===== src/rtl/sort_result_streamer.sv =====
// Streams a sorted vector one element per handshake, with drop and optional order checking.
// Optional order checker enabled by defining SORT_ORDER_CHECK_EN.
module sort_result_streamer #(
   parameter int LOG_INPUT  = 5,
   parameter int DATA_WIDTH = 32,
   parameter int ASCENDING  = 1
) (
   input  logic                             clk,
   input  logic                             rst_n,
   input  logic                             y_valid,
   input  logic [DATA_WIDTH*(2**LOG_INPUT)-1:0] y,
   output logic                             y_ready,
   output logic [DATA_WIDTH-1:0]            m_data,
   output logic                             m_valid,
   input  logic                             m_ready,
   output logic [LOG_INPUT-1:0]             m_index,
   output logic                             m_last,
   output logic                             drop_err,
   output logic                             order_err
);

   localparam int N = 2**LOG_INPUT;
   localparam logic [LOG_INPUT-1:0] LAST_IDX = LOG_INPUT'(N-1);
   localparam logic [LOG_INPUT-1:0] ONE_IDX  = LOG_INPUT'(1);
   localparam logic [LOG_INPUT-1:0] ZERO_IDX = LOG_INPUT'(0);
   localparam bit ASC_ORDER = (ASCENDING != 0);

   typedef enum logic {IDLE = 1'b0, STREAM = 1'b1} state_t;

   state_t                  state_r;
   logic [DATA_WIDTH-1:0]   buf_r [N];
   logic [DATA_WIDTH-1:0]   m_data_r;
   logic [LOG_INPUT-1:0]    m_index_r;
   logic                    m_valid_r;
   logic                    m_last_r;
   logic                    drop_err_r;

   logic                    beat_s;
   logic                    final_beat_s;
   logic                    y_ready_s;
   logic                    capture_s;
   logic [LOG_INPUT-1:0]    next_idx_s;

   // Handshake decode; y_ready depends on the live m_ready so a new vector can chain onto the final beat.
   always_comb begin
      beat_s       = m_valid_r && m_ready;
      final_beat_s = beat_s && m_last_r;
      y_ready_s    = (state_r == IDLE) || final_beat_s;
      capture_s    = y_valid && y_ready_s;
      next_idx_s   = m_index_r + ONE_IDX;
   end

   // Element buffer; contents are don't-care until a capture.
   always_ff @(posedge clk) begin
      if (capture_s) begin
         for (int i = 0; i < N; i++) begin
            buf_r[i] <= y[i*DATA_WIDTH +: DATA_WIDTH];
         end
      end
   end

   // Streaming FSM with registered stream outputs and sticky drop flag.
   always_ff @(posedge clk or negedge rst_n) begin
      if (!rst_n) begin
         state_r    <= IDLE;
         m_data_r   <= {DATA_WIDTH{1'b0}};
         m_index_r  <= ZERO_IDX;
         m_valid_r  <= 1'b0;
         m_last_r   <= 1'b0;
         drop_err_r <= 1'b0;
      end else begin
         if (y_valid && !y_ready_s) begin
            drop_err_r <= 1'b1;
         end
         case (state_r)
            IDLE: begin
               if (capture_s) begin
                  state_r   <= STREAM;
                  m_data_r  <= y[DATA_WIDTH-1:0];
                  m_index_r <= ZERO_IDX;
                  m_valid_r <= 1'b1;
                  m_last_r  <= (LAST_IDX == ZERO_IDX);
               end
            end
            STREAM: begin
               if (capture_s) begin
                  // Back-to-back frame: restart at element 0 without leaving STREAM.
                  m_data_r  <= y[DATA_WIDTH-1:0];
                  m_index_r <= ZERO_IDX;
                  m_valid_r <= 1'b1;
                  m_last_r  <= (LAST_IDX == ZERO_IDX);
               end else if (final_beat_s) begin
                  state_r   <= IDLE;
                  m_valid_r <= 1'b0;
                  m_last_r  <= 1'b0;
               end else if (beat_s) begin
                  m_data_r  <= buf_r[next_idx_s];
                  m_index_r <= next_idx_s;
                  m_last_r  <= (next_idx_s == LAST_IDX);
               end
            end
            default: begin
               state_r   <= IDLE;
               m_valid_r <= 1'b0;
               m_last_r  <= 1'b0;
            end
         endcase
      end
   end

`ifdef SORT_ORDER_CHECK_EN
   logic [DATA_WIDTH-1:0] prev_r;
   logic                  order_err_r;

   function automatic logic out_of_order(input logic [DATA_WIDTH-1:0] prev,
                                         input logic [DATA_WIDTH-1:0] cur);
      if (ASC_ORDER) begin
         return cur < prev;
      end else begin
         return cur > prev;
      end
   endfunction

   // Order checker; element 0 of each frame is never compared against the previous frame.
   always_ff @(posedge clk or negedge rst_n) begin
      if (!rst_n) begin
         prev_r      <= {DATA_WIDTH{1'b0}};
         order_err_r <= 1'b0;
      end else begin
         if (beat_s) begin
            prev_r <= m_data_r;
            if ((m_index_r != ZERO_IDX) && out_of_order(prev_r, m_data_r)) begin
               order_err_r <= 1'b1;
            end
         end
      end
   end

   assign order_err = order_err_r;
`else
   // Sort direction only matters when the checker is built.
   assign order_err = ASC_ORDER && 1'b0;
`endif

   assign y_ready  = y_ready_s;
   assign m_data   = m_data_r;
   assign m_valid  = m_valid_r;
   assign m_index  = m_index_r;
   assign m_last   = m_last_r;
   assign drop_err = drop_err_r;

endmodule

===== config.mk =====
export PLATFORM = sky130hd
export DESIGN_NAME = sort_result_streamer
export DESIGN_NICKNAME = d
export VERILOG_FILES = /design/src/rtl/sort_result_streamer.sv
export SDC_FILE = /design/constraint.sdc
export NUM_CORES = 1
export LEC_CHECK = 0
export BUFFER_PORTS_ARGS = -buffer_cell sky130_fd_sc_hd__buf_2
export CAP_MARGIN = 0
export CORE_AREA = 2 2 411 413
export DETAILED_ROUTE_END_ITERATION = 10
export DIE_AREA = 0 0 413 415
export PLACE_DENSITY = 0.55
export SYNTH_ARGS = -nofsm -noshare
export SYNTH_HDL_FRONTEND = slang
export SYNTH_SLANG_ARGS = --single-unit

===== constraint.sdc =====
create_clock -name clk -period 39.6 [get_ports clk]
set_input_delay 7.92 -clock clk [delete_from_list [all_inputs] [get_ports clk]]
set_output_delay 7.92 -clock clk [all_outputs]
set_load 0.01 [all_outputs]

; ---- Word level (Yosys, flattened, before mapping)
; Memory sizes are Yosys's and may differ from the RTL's.
; Index checks and enable logic that the tools add are counted.
[word_totals]
register_bits = 41
ram_bits = 1024
in_bits = 1028
out_inout_bits = 42
elab_cells = 48
mem_count = 1
[mem_list]
columns = memory, depth, width, read_ports, rd_clocked_by_memory_dff, write_ports, line_no
row1 = buf_r, 32, 32, 1, 0, 32, 31  ; logic [DATA_WIDTH-1:0] buf_r [N];
[classes]
n_addsub = 1
n_eq_ne = 6
mux = 24
bitwise_logic = 1
n_reduce_logical = 9
[ops]
columns = operator, count
row1 = 32-bit two-way mux, 4
row2 = 32-bit one-hot mux with 2 select lines, 1
row3 = 5-bit two-way mux, 4
row4 = 1-bit two-way mux, 11
row5 = 5-bit one-hot mux with 2 select lines, 1
row6 = 3-bit by 1-bit != test with 1-bit output (second input constant), 2
row7 = 1-bit one-hot mux with 2 select lines, 3
row8 = 5-bit by 1-bit adder with 5-bit output (second input constant), 1
row9 = 5-bit equality test (second input constant), 1
row10 = 1-bit logical AND, 4
row11 = 4-bit by 1-bit != test with 1-bit output (second input constant), 1
row12 = 2-bit AND reduction, 2
row13 = 3-bit by 2-bit != test with 1-bit output (second input constant), 1
row14 = 3-bit AND reduction, 1
row15 = 2-bit != test (second input constant), 1
row16 = 1-bit logical NOT, 1
row17 = 1-bit logical OR, 1
row18 = 1-bit NOT, 1

; ---- Logic depth before layout (Yosys ltp)
; Gate-level depths: netlist of the first run.
[logic_depth]
depth_word = 6
ltp_mapped = 14
ltp_nobuf = 7

; ---- Worst setup path before layout of the first run
; OpenSTA, ideal clock, no wires.
[synth_timing]
path_kind = input to register
startpoint = input m_ready
endpoint = register m_data_r[3], in the netlist m_data[3]
setup_ns = 0.178
arrival_time_ns = 38.970
required_time_ns = 39.422
path_slack_ns = 0.452
path_stages = 7
n_path_buf = 1
path_cell_list = nand3_1 nand2_1 nand2_1 inv_1 clkbuf_1 a22oi_1 o31ai_1
[synth_between]
elab_chain_cells = 6
[synth_lines]
columns = item, line_no
row1 = from (decl), 15  ; input logic m_ready,
row2 = 1-bit logical AND (*), 46  ; beat_s = m_valid_r && m_ready;
row3 = 1-bit logical AND (*), 47  ; final_beat_s = beat_s && m_last_r;
row4 = 1-bit logical OR (*), 48  ; y_ready_s = (state_r == IDLE) || final_beat_s;
row5 = via y_ready, 12  ; output logic y_ready,
row6 = 1-bit logical AND (*), 49  ; capture_s = y_valid && y_ready_s;
row7 = via capture_s, 41  ; logic capture_s;
row8 = 3-bit by 2-bit != test with 1-bit output (no source line) (tied with other cells), n/a
row9 = 3-bit AND reduction (no source line) / 32-bit one-hot mux with 2 select lines (equally long branches), n/a
row10 = to (signal assigned), 66  ; m_data_r <= {DATA_WIDTH{1'b0}};
row11 = to (signal assigned), 79  ; m_data_r <= y[DATA_WIDTH-1:0];
row12 = to (signal assigned), 88  ; m_data_r <= y[DATA_WIDTH-1:0];
row13 = to (decl), 32  ; logic [DATA_WIDTH-1:0] m_data_r;
; Mark *: on every way through the listed nets, which the timed path passes. The rest lies on a longest branch.
; A chain may end at the register's enable or synchronous reset.

; ---- Worst setup path in the final report of the first run
[layout_timing]
startpoint = input m_ready
endpoint = output y_ready
[layout_between]
elab_chain_cells = 3
[layout_lines]
columns = item, line_no
row1 = 1-bit logical AND, 46
row2 = 1-bit logical AND, 47
row3 = 1-bit logical OR, 48
row4 = to (decl), 12
; No other way between the ends.

==> reports/results.ini, run 1 <==
[drt]
drtIter0Drc = 2658
wirelength_mm = 147
viasPerCell = 4.50
post_drt_wl_per_cell_um = 27.7
ant_nets = 0
first_pass_iters = 5
vias = 23900
route.detailed.drc = 0

[cts]
cts_hold_buf = 0
post_cts_buffers = 0
cts-resized-gates = 0
cts_buffer_depth = 3
clk_pin_slew_ns = 0.06
cts_num_sinks = 1065
numCtsBuffers = 114
worstSkewPairLatency_ns = 0.79
cts_max_level = 3
cts_tree = done
cts-root-buf = clkbuf_16

[timing]
fin_worst_skew_ns = 0.0615
min_period_ns = 16.61
setup_viol = 0
post-route-period-util = 0.419
hold_viol_final = 0
slew_viol_final = 0
finalSetupTns_ns = 0
rsz0062_at_grt = false
max_clock_freq_mhz = 60.2
worstMarginPinSlew_ns = 1.13
relSlewSlack = 0.248

[placement]
place.gp.congestion = 0.865
dp_hpwl_mm = 112
io_buffers = 1068
place_inst = 5051

[floorplanning]
coreArea_sq_um = 167000
fp-row-count = 150
start_util = 0.245
die_w_um = 413
die_area_sq_um = 171000
ios = 1070
die_h_um = 415

[synthesis]
post-synth-top-area-fraction = 0.754
async_reset_ff_frac = 0.0385
yosysUniqueCellTypes = 41
synth_edf_count = 1024
yosys-top-cells-area = edfxtp_1 (75%), mux4_2 (14%), dfrtp_1 (2.5%)
synth-seq-cells = 1065
syn_area_sq_um = 40800
syn_inst = 1844
synth_seq_area_share = 0.779
synth_top_cell_by_area = edfxtp_1
postSynthAreaPerCell_sq_um = 22.1
synth_nets = 2874
yosys_warnings = 0
synthFlopType = edfxtp_1

[power]
finalPower_w = 0.00303
powerDensity_nw_per_um2 = 57.5
irDropWorstVdd_uv = 38.6
p_leak_nw = 18.8

[global_route]
antenna_found_initial = 86
grt_start_max_net_pins = 121
overflow = 0
grtUsageTotal = 0.166
grt_pass1_wl_mm = 195
grt_pass1_vias = 24400

[worst_hold_path]
min_path_type = reg2reg

[finish]
final_cell_count_no_fill = 5302
fin_nets = 3993
area.growth.synth_to_final_pct = 29.2
mostFrequentLayoutCells = buf_2 (1068), edfxtp_1 (1024), mux4_2 (256), clkbuf_16 (115), nand2_1 (80)
final_common_cell = buf_2
post_route_cells_drive_above_1_share = 0.515

[run]
drv_cap = 0

[worst_setup_path]
required_ns = 31.68
crit_type = in2out
critPathMaxFanout = 5
worstSetupEndpointType = output pin
cp.arrival_ns = 8.69
setup.worst_path.start_class = input pin

[outcome]
status = finished clean

-- cell type report --
| cell class | instances | area (sq um) |
|---|---|---|
| Fill cell | 16400 | 114000 |
| Sequential cell | 1065 | 31800 |
| Multi-Input combinational cell | 667 | 8510 |
| Timing Repair Buffer | 1112 | 5700 |
| Clock buffer | 142 | 2990 |
| Tap cell | 2204 | 2760 |
| Clock inverter | 75 | 830 |
| Antenna cell | 34 | 85.1 |
| Inverter | 3 | 18.8 |
-- per-layer routing --
layer,share of wire,routed length (um),vias up,GRT usage
li1,-,-,10100,-
met1,0.39,58000,12300,0.213
met2,0.49,72300,1193,0.276
met3,0.085,12500,249,0.0403
met4,0.026,3770,48,0.0530
met5,0.0020,287,-,0
-- kinds of logic (layout without fill, tap and decap cells) --
kind of cell / Yosys count / count (layout) / share of synthesized area
DFF: 1065 / 1065 / 0.779
muxes: 321 / 321 / 0.158
AOI/OAI and AO/OA: 175 / 175 / 0.0309
and+or+nand+nor: 163 / 163 / 0.0160
buffers and inverters: 112 / 1332 / 0.0132
xor gates and xnor gates: 5 / 5 / 0.00153
adders and majority gates: 2 / 2 / 0.000614
other: 1 / 35 / 0.0000920
-- synthesized netlist by cell type, drive strengths merged (2+ instances only) --
master,instances
a21oi,3
a22oi,32
a31o,3
a32o,32
buf,53
clkbuf,56
dfrtp,41
edfxtp,1024
ha,2
inv,3
mux2,31
mux2i,34
mux4,256
nand2,80
nand2b,5
nand3,7
nor2,65
o211ai,30
o21ai,38
o22ai,31
xnor2,3
xor2,2
-- sequential cells by signal (all words and copies together), names as in the netlist --
name	cells
m_index	5
state_r	1
buf_r	1024
drop_err	1
m_data	32
m_valid	1
m_last	1
-- critical path, cell delays in order --
cell     delay (ns)
buf_2          0.13
nand3_1        0.11
nand2_1        0.32
buf_2          0.21
-- final timing paths --
kind	to	startpoint	slack, ns	cells after the start
min in group asynchronous	m_data[11]$_DFFE_PN0P_	rst_n	7.31	2
worst min register to register	drop_err$_DFFE_PN0P_	drop_err$_DFFE_PN0P_	0.48	1
worst max register to register	buf_r[29][21]$_DFFE_PP_	m_valid$_DFFE_PN0P_	33.27	9
worst min-delay path	drop_err$_DFFE_PN0P_	drop_err$_DFFE_PN0P_	0.48	1
worst max-delay path	y_ready	m_ready	22.99	4
max in group asynchronous	m_index[0]$_DFFE_PN0P_	rst_n	31.66	2
-- through the flow --
step / setup WS, ns / hold WS (ns) / utilization / cell area, sq um
after detailed placement: 22.98 / 0.467 / 0.293 / 48800
final: 22.99 / 0.481 / 0.316 / 52700
after floorplan: 0.452 / 0.512 / - / 40800
after global routing: 22.94 / 0.493 / 0.316 / 52600
after global placement: 23.00 / 0.476 / 0.293 / 48800
after CTS: 22.97 / 0.480 / 0.316 / 52600
-- where the power goes --
part	switching, W	internal [W]	leakage (nW)
combinational	0.000375	0.000306	7.23
clock	0.000458	0.000629	1.85
sequential	0.0000125	0.00125	9.70
total	0.000846	0.00218	18.8
Note: power is estimated with default switching activity, not from simulation.
==> inputs of run 2 (changes only) <==
==> constraint.sdc (replaced) <==
create_clock -name clk -period 16.2 [get_ports clk]
set_input_delay 3.24 -clock clk [delete_from_list [all_inputs] [get_ports clk]]
set_output_delay 3.24 -clock clk [all_outputs]
set_load 0.01 [all_outputs]
==> run 2 against run 1 <==
Compared with the run above:
- clock power grew 130%
- first-iteration DRC count shrank 10%
- flip-flop and latch count is the same
- combinational power grew 140%
- sequential share of layout area grew 0.19 points
- critical path type unchanged
==> reports/results.ini, run 2 (synthesized netlist as in run 1, its figures left out) <==
[cts]
numCtsBuffers = 117  ; was 114
cts_tree = done  ; unchanged
cts_hold_buf = 0  ; unchanged
cts_max_level = 3  ; unchanged
post_cts_buffers = 0  ; unchanged
cts-root-buf = clkbuf_16  ; unchanged
cts_num_sinks = 1065  ; unchanged
cts_buffer_depth = 3  ; unchanged
worstSkewPairLatency_ns = 0.77  ; was 0.79 ns
cts-resized-gates = 0  ; unchanged
clk_pin_slew_ns = 0.06  ; about the same

[worst_setup_path]
critPathMaxFanout = 5  ; unchanged
setup.worst_path.start_class = input pin  ; unchanged
crit_type = in2out  ; unchanged
cp.arrival_ns = 3.89  ; was 8.69 ns
required_ns = 12.96  ; was 31.68 ns
worstSetupEndpointType = output pin  ; unchanged
r2r_start = m_index[0]$_DFFE_PN0P_  ; was m_valid$_DFFE_PN0P_
worstSetupStartpoint = m_ready  ; unchanged

[finish]
fin_nets = 3990  ; was 3993
final_common_cell = buf_2  ; unchanged
area.growth.synth_to_final_pct = 28.8  ; was 29.2%
post_route_cells_drive_above_1_share = 0.514  ; was 0.515
fin_area_sq_um = 52500  ; was 52700 sq um
largest_reg_flops = 1024  ; unchanged
nFillCells = 16500  ; was 16400
mostFrequentLayoutCells = buf_2 (1068), edfxtp_1 (1024), mux4_2 (256), clkbuf_16 (117), nand2_1 (80)  ; was buf_2 (1068), edfxtp_1 (1024), mux4_2 (256), clkbuf_16 (115), nand2_1 (80)
top_register = buf_r  ; unchanged

[timing]
hold_viol_final = 0  ; unchanged
setup_viol = 0  ; unchanged
min_period_ns = 7.13
post-route-period-util = 0.440
finalSetupTns_ns = 0  ; unchanged
worstMarginPinSlew_ns = 1.12  ; was 1.13 ns
setup_ws_ns = 9.07  ; was 22.99 ns
fin_hold_ws_ns = 0.508  ; was 0.481 ns
slew_viol_final = 0  ; unchanged
relSlewSlack = 0.256  ; was 0.248
rsz0062_at_grt = false  ; unchanged
fin_worst_skew_ns = 0.0282  ; was 0.0615 ns
max_clock_freq_mhz = 140

[floorplanning]
start_util = 0.245  ; unchanged
coreArea_sq_um = 167000  ; unchanged
die_area_sq_um = 171000  ; unchanged
die_h_um = 415  ; unchanged
fp-row-count = 150  ; unchanged
die_w_um = 413  ; unchanged
ios = 1070  ; unchanged

[global_route]
overflow = 0  ; unchanged
grt_pass1_vias = 24900  ; was 24400
grtUsageTotal = 0.166  ; about the same
grt_start_max_net_pins = 166  ; was 121
grt_pass1_wl_mm = 194  ; was 195 mm
antenna_found_initial = 101  ; was 86

[placement]
io_buffers = 1068  ; unchanged
place.gp.congestion = 0.863  ; was 0.865
place_area_sq_um = 48800  ; about the same
dp_slack_ns = 8.57  ; was 22.98 ns
dp_hpwl_mm = 111  ; was 112 mm

[power]
p_leak_nw = 18.7  ; was 18.8 nW
powerDensity_nw_per_um2 = 139  ; was 57.5 nW/um^2
irDropWorstVdd_uv = 119  ; was 38.6 uV

[worst_hold_path]
hold_path_startpoint = drop_err$_DFFE_PN0P_  ; unchanged
min_path_type = reg2reg  ; unchanged

[drt]
viasPerCell = 4.47  ; was 4.50
post_drt_wl_per_cell_um = 27.6  ; was 27.7 um
ant_nets = 0  ; unchanged
wirelength_mm = 146  ; was 147 mm
vias = 23700  ; was 23900
first_pass_iters = 7  ; was 5
route.detailed.drc = 0  ; unchanged
drtIter0Drc = 2381  ; was 2658

[run]
drv_cap = 0  ; unchanged

[outcome]
status = finished clean  ; unchanged

-- run 2: worst paths after layout --
check	endpoint	depth (start not counted)	slack (ns)
worst max-delay path	y_ready	4	9.07
worst min-delay path	drop_err$_DFFE_PN0P_	1	0.51
worst max register to register	m_data[8]$_DFFE_PN0P_	10	10.86
worst min register to register	drop_err$_DFFE_PN0P_	1	0.51
max in group asynchronous	m_index[0]$_DFFE_PN0P_	2	12.95
min in group asynchronous	m_data[9]$_DFFE_PN0P_	2	2.64
-- run 2: power by group --
group          total, W  internal, W  switching, W
registers       0.00310      0.00305     0.0000435
logic           0.00166     0.000747      0.000909
clock network   0.00255      0.00143       0.00112
total           0.00730      0.00523       0.00207
-- run 2: per-stage QoR --
| step | total power [W] | utilization | instances |
|---|---|---|---|
| after floorplan | 0.00415 | - | 1844 |
| after global routing | 0.00759 | 0.315 | 5290 |
| final | 0.00730 | 0.315 | 5307 |
| after detailed placement | 0.00485 | 0.293 | 5045 |
| after global placement | 0.00485 | 0.293 | 5045 |
| after CTS | 0.00742 | 0.314 | 5255 |
-- run 2: area by class of cell --
type,count,area [sq um],share of cell area
inverter,3,18.8,0.000357
sequential,1065,31800,0.605
multi-input combinational,667,8510,0.162
timing repair buffer,1106,5690,0.108
clock inverter,69,602,0.0115
tap,2204,2760,0.0525
clock buffer,141,3020,0.0575
antenna,52,130,0.00248
-- run 2: worst max-delay path, cell delays in order --
cell	delay [ns]
buf_2	0.13
nand3_1	0.10
nand2_1	0.19
buf_2	0.22
-- run 2: routing by layer --
metal	share of wire	global-route usage	vias to the layer above
met5	0.0025	0	-
met4	0.027	0.0586	60
met3	0.10	0.0628	259
met2	0.49	0.270	1165
met1	0.38	0.200	12100
li1	-	-	10100
==> inputs of run 3 (changes only) <==
==> constraint.sdc (replaced) <==
create_clock -name clk -period 7.3 [get_ports clk]
set_input_delay 1.46 -clock clk [delete_from_list [all_inputs] [get_ports clk]]
set_output_delay 1.46 -clock clk [all_outputs]
set_load 0.01 [all_outputs]
==> run 3 against run 2 <==
Compared with the run above:
- count of clock-buffer cells in the layout rose by 11
- core utilization is essentially flat
- sequential share of layout area is 0.071 points lower
- clock skew rose by 0.026 ns
- critical path depth decreased by 2
==> reports/results.ini, run 3 (synthesized netlist as in run 1, its figures left out) <==
[outcome]
status = finished clean  ; unchanged

[timing]
setup_viol = 0  ; unchanged
max_clock_freq_mhz = 245
slew_viol_final = 0  ; unchanged
relSlewSlack = 0.202  ; was 0.256
fin_worst_skew_ns = 0.0539  ; was 0.0282 ns
worstMarginPinSlew_ns = 1.20  ; was 1.12 ns
hold_viol_final = 0  ; unchanged
rsz0062_at_grt = false  ; unchanged
finalSetupTns_ns = 0  ; unchanged
post-route-period-util = 0.559
min_period_ns = 4.08

[power]
powerDensity_nw_per_um2 = 311  ; was 139 nW/um^2
irDropWorstVdd_uv = 209  ; was 119 uV
p_leak_nw = 18.7  ; about the same

[worst_setup_path]
worstSetupStartpoint = m_index[0]$_DFFE_PN0P_  ; was m_ready
worstPathCellList = buf_4, buf_2  ; was buf_2, nand3_1, nand2_1, buf_2
r2r_start = m_index[0]$_DFFE_PN0P_  ; unchanged
cp_slowest_cell = dfrtp_4  ; was buf_2
worstSetupEndpointType = output pin  ; unchanged
cp.arrival_ns = 2.62  ; was 3.89 ns
setup.worst_path.start_class = flop  ; was input pin
critPathMaxFanout = 35  ; was 5
required_ns = 5.84  ; was 12.96 ns
crit_type = reg2out  ; was in2out
max_stage_delay_ns = 0.89  ; was 0.22 ns

[finish]
post_route_cells_drive_above_1_share = 0.514  ; about the same
fin_area_sq_um = 52600  ; was 52500 sq um
ff_latch_area_sq_um = 31800  ; unchanged
top_register = buf_r  ; unchanged
mostFrequentLayoutCells = buf_2 (1068), edfxtp_1 (1024), mux4_2 (256), clkbuf_16 (117), nand2_1 (80)  ; unchanged
multiInputGateArea_sq_um = 8510  ; unchanged
area.growth.synth_to_final_pct = 28.9  ; was 28.8%
final_common_cell = buf_2  ; unchanged
utilization = 0.315  ; about the same
fin_nets = 3987  ; was 3990
nFillCells = 16300  ; was 16500
largest_reg_flops = 1024  ; unchanged

[global_route]
grt_pass1_vias = 24900  ; about the same
overflow = 0  ; unchanged
grtUsageTotal = 0.170  ; was 0.166
antenna_found_initial = 77  ; was 101
grt_start_max_net_pins = 155  ; was 166
grt_pass1_wl_mm = 200  ; was 194 mm

[floorplanning]
die_area_sq_um = 171000  ; unchanged
fp-row-count = 150  ; unchanged
coreArea_sq_um = 167000  ; unchanged
ios = 1070  ; unchanged
start_util = 0.245  ; unchanged
die_h_um = 415  ; unchanged
die_w_um = 413  ; unchanged

[cts]
numCtsBuffers = 116  ; was 117
clk_pin_slew_ns = 0.06  ; about the same
cts_max_level = 3  ; unchanged
cts_tree = done  ; unchanged
cts_num_sinks = 1065  ; unchanged
cts-resized-gates = 0  ; unchanged
worstSkewPairLatency_ns = 0.77  ; about the same
cts-root-buf = clkbuf_16  ; unchanged
cts_buffer_depth = 3  ; unchanged
post_cts_buffers = 0  ; unchanged
cts_hold_buf = 0  ; unchanged

[placement]
place.gp.congestion = 0.865  ; was 0.863
dp_hpwl_mm = 114  ; was 111 mm
place_area_sq_um = 48800  ; about the same
io_buffers = 1068  ; unchanged

[drt]
post_drt_wl_per_cell_um = 28.3  ; was 27.6 um
drtIter0Drc = 2418  ; was 2381
route.detailed.drc = 0  ; unchanged
vias = 23900  ; was 23700
wirelength_mm = 150  ; was 146 mm
first_pass_iters = 6  ; was 7
viasPerCell = 4.50  ; was 4.47
ant_nets = 0  ; unchanged

[worst_hold_path]
min_path_type = reg2reg  ; unchanged
hold_path_startpoint = drop_err$_DFFE_PN0P_  ; unchanged

[run]
drv_cap = 0  ; unchanged

==> run 3: cell type report <==
| class | count | share of cell area |
|---|---|---|
| antenna | 37 | 0.00176 |
| timing repair buffer | 1104 | 0.110 |
| inverter | 3 | 0.000357 |
| clock inverter | 66 | 0.0102 |
| multi-input combinational | 667 | 0.162 |
| sequential | 1065 | 0.605 |
| clock buffer | 152 | 0.0591 |
| tap | 2204 | 0.0525 |
==> run 3: critical path: cells and delay by family (launching register included) <==
kind                   cells  cell delay, ns
DFF                        1            0.89
buffers and inverters      2            0.93
==> run 3: per-layer routing <==
layer,wire length (um),global-route usage,up-vias,share of wire
met5,208,0,-,0.0014
met4,4840,0.0552,34,0.032
li1,-,-,10000,-
met3,12000,0.0427,262,0.080
met2,72500,0.279,1133,0.48
met1,60300,0.221,12400,0.40
==> run 3: final timing paths <==
| check | to | slack, ns | depth (start not counted) |
|---|---|---|---|
| worst max-delay path | m_index[0] | 3.22 | 2 |
| worst min-delay path | drop_err$_DFFE_PN0P_ | 0.47 | 1 |
| worst max register to register | m_data[26]$_DFFE_PN0P_ | 3.31 | 7 |
| worst min register to register | drop_err$_DFFE_PN0P_ | 0.47 | 1 |
| max in group asynchronous | m_data[27]$_DFFE_PN0P_ | 5.78 | 2 |
| min in group asynchronous | m_data[12]$_DFFE_PN0P_ | 0.86 | 2 |
==> run 3: through the flow <==
stage / instances / total power, W / setup slack (ns) / hold WS [ns]
after CTS: 5261 / 0.0166 / 3.03 / 0.468
after global routing: 5285 / 0.0170 / 2.94 / 0.478
final: 5298 / 0.0163 / 3.22 / 0.465
after floorplan: 1844 / 0.00922 / 0.480 / 0.512
after global placement: 5043 / 0.0110 / 3.12 / 0.459
after detailed placement: 5043 / 0.0109 / 3.11 / 0.453
==> run 3: report_power, final <==
part           internal [W]  switching [W]  leakage (nW)
clock               0.00312        0.00253          1.76
sequential          0.00677       0.000116          9.70
combinational       0.00169        0.00211          7.23
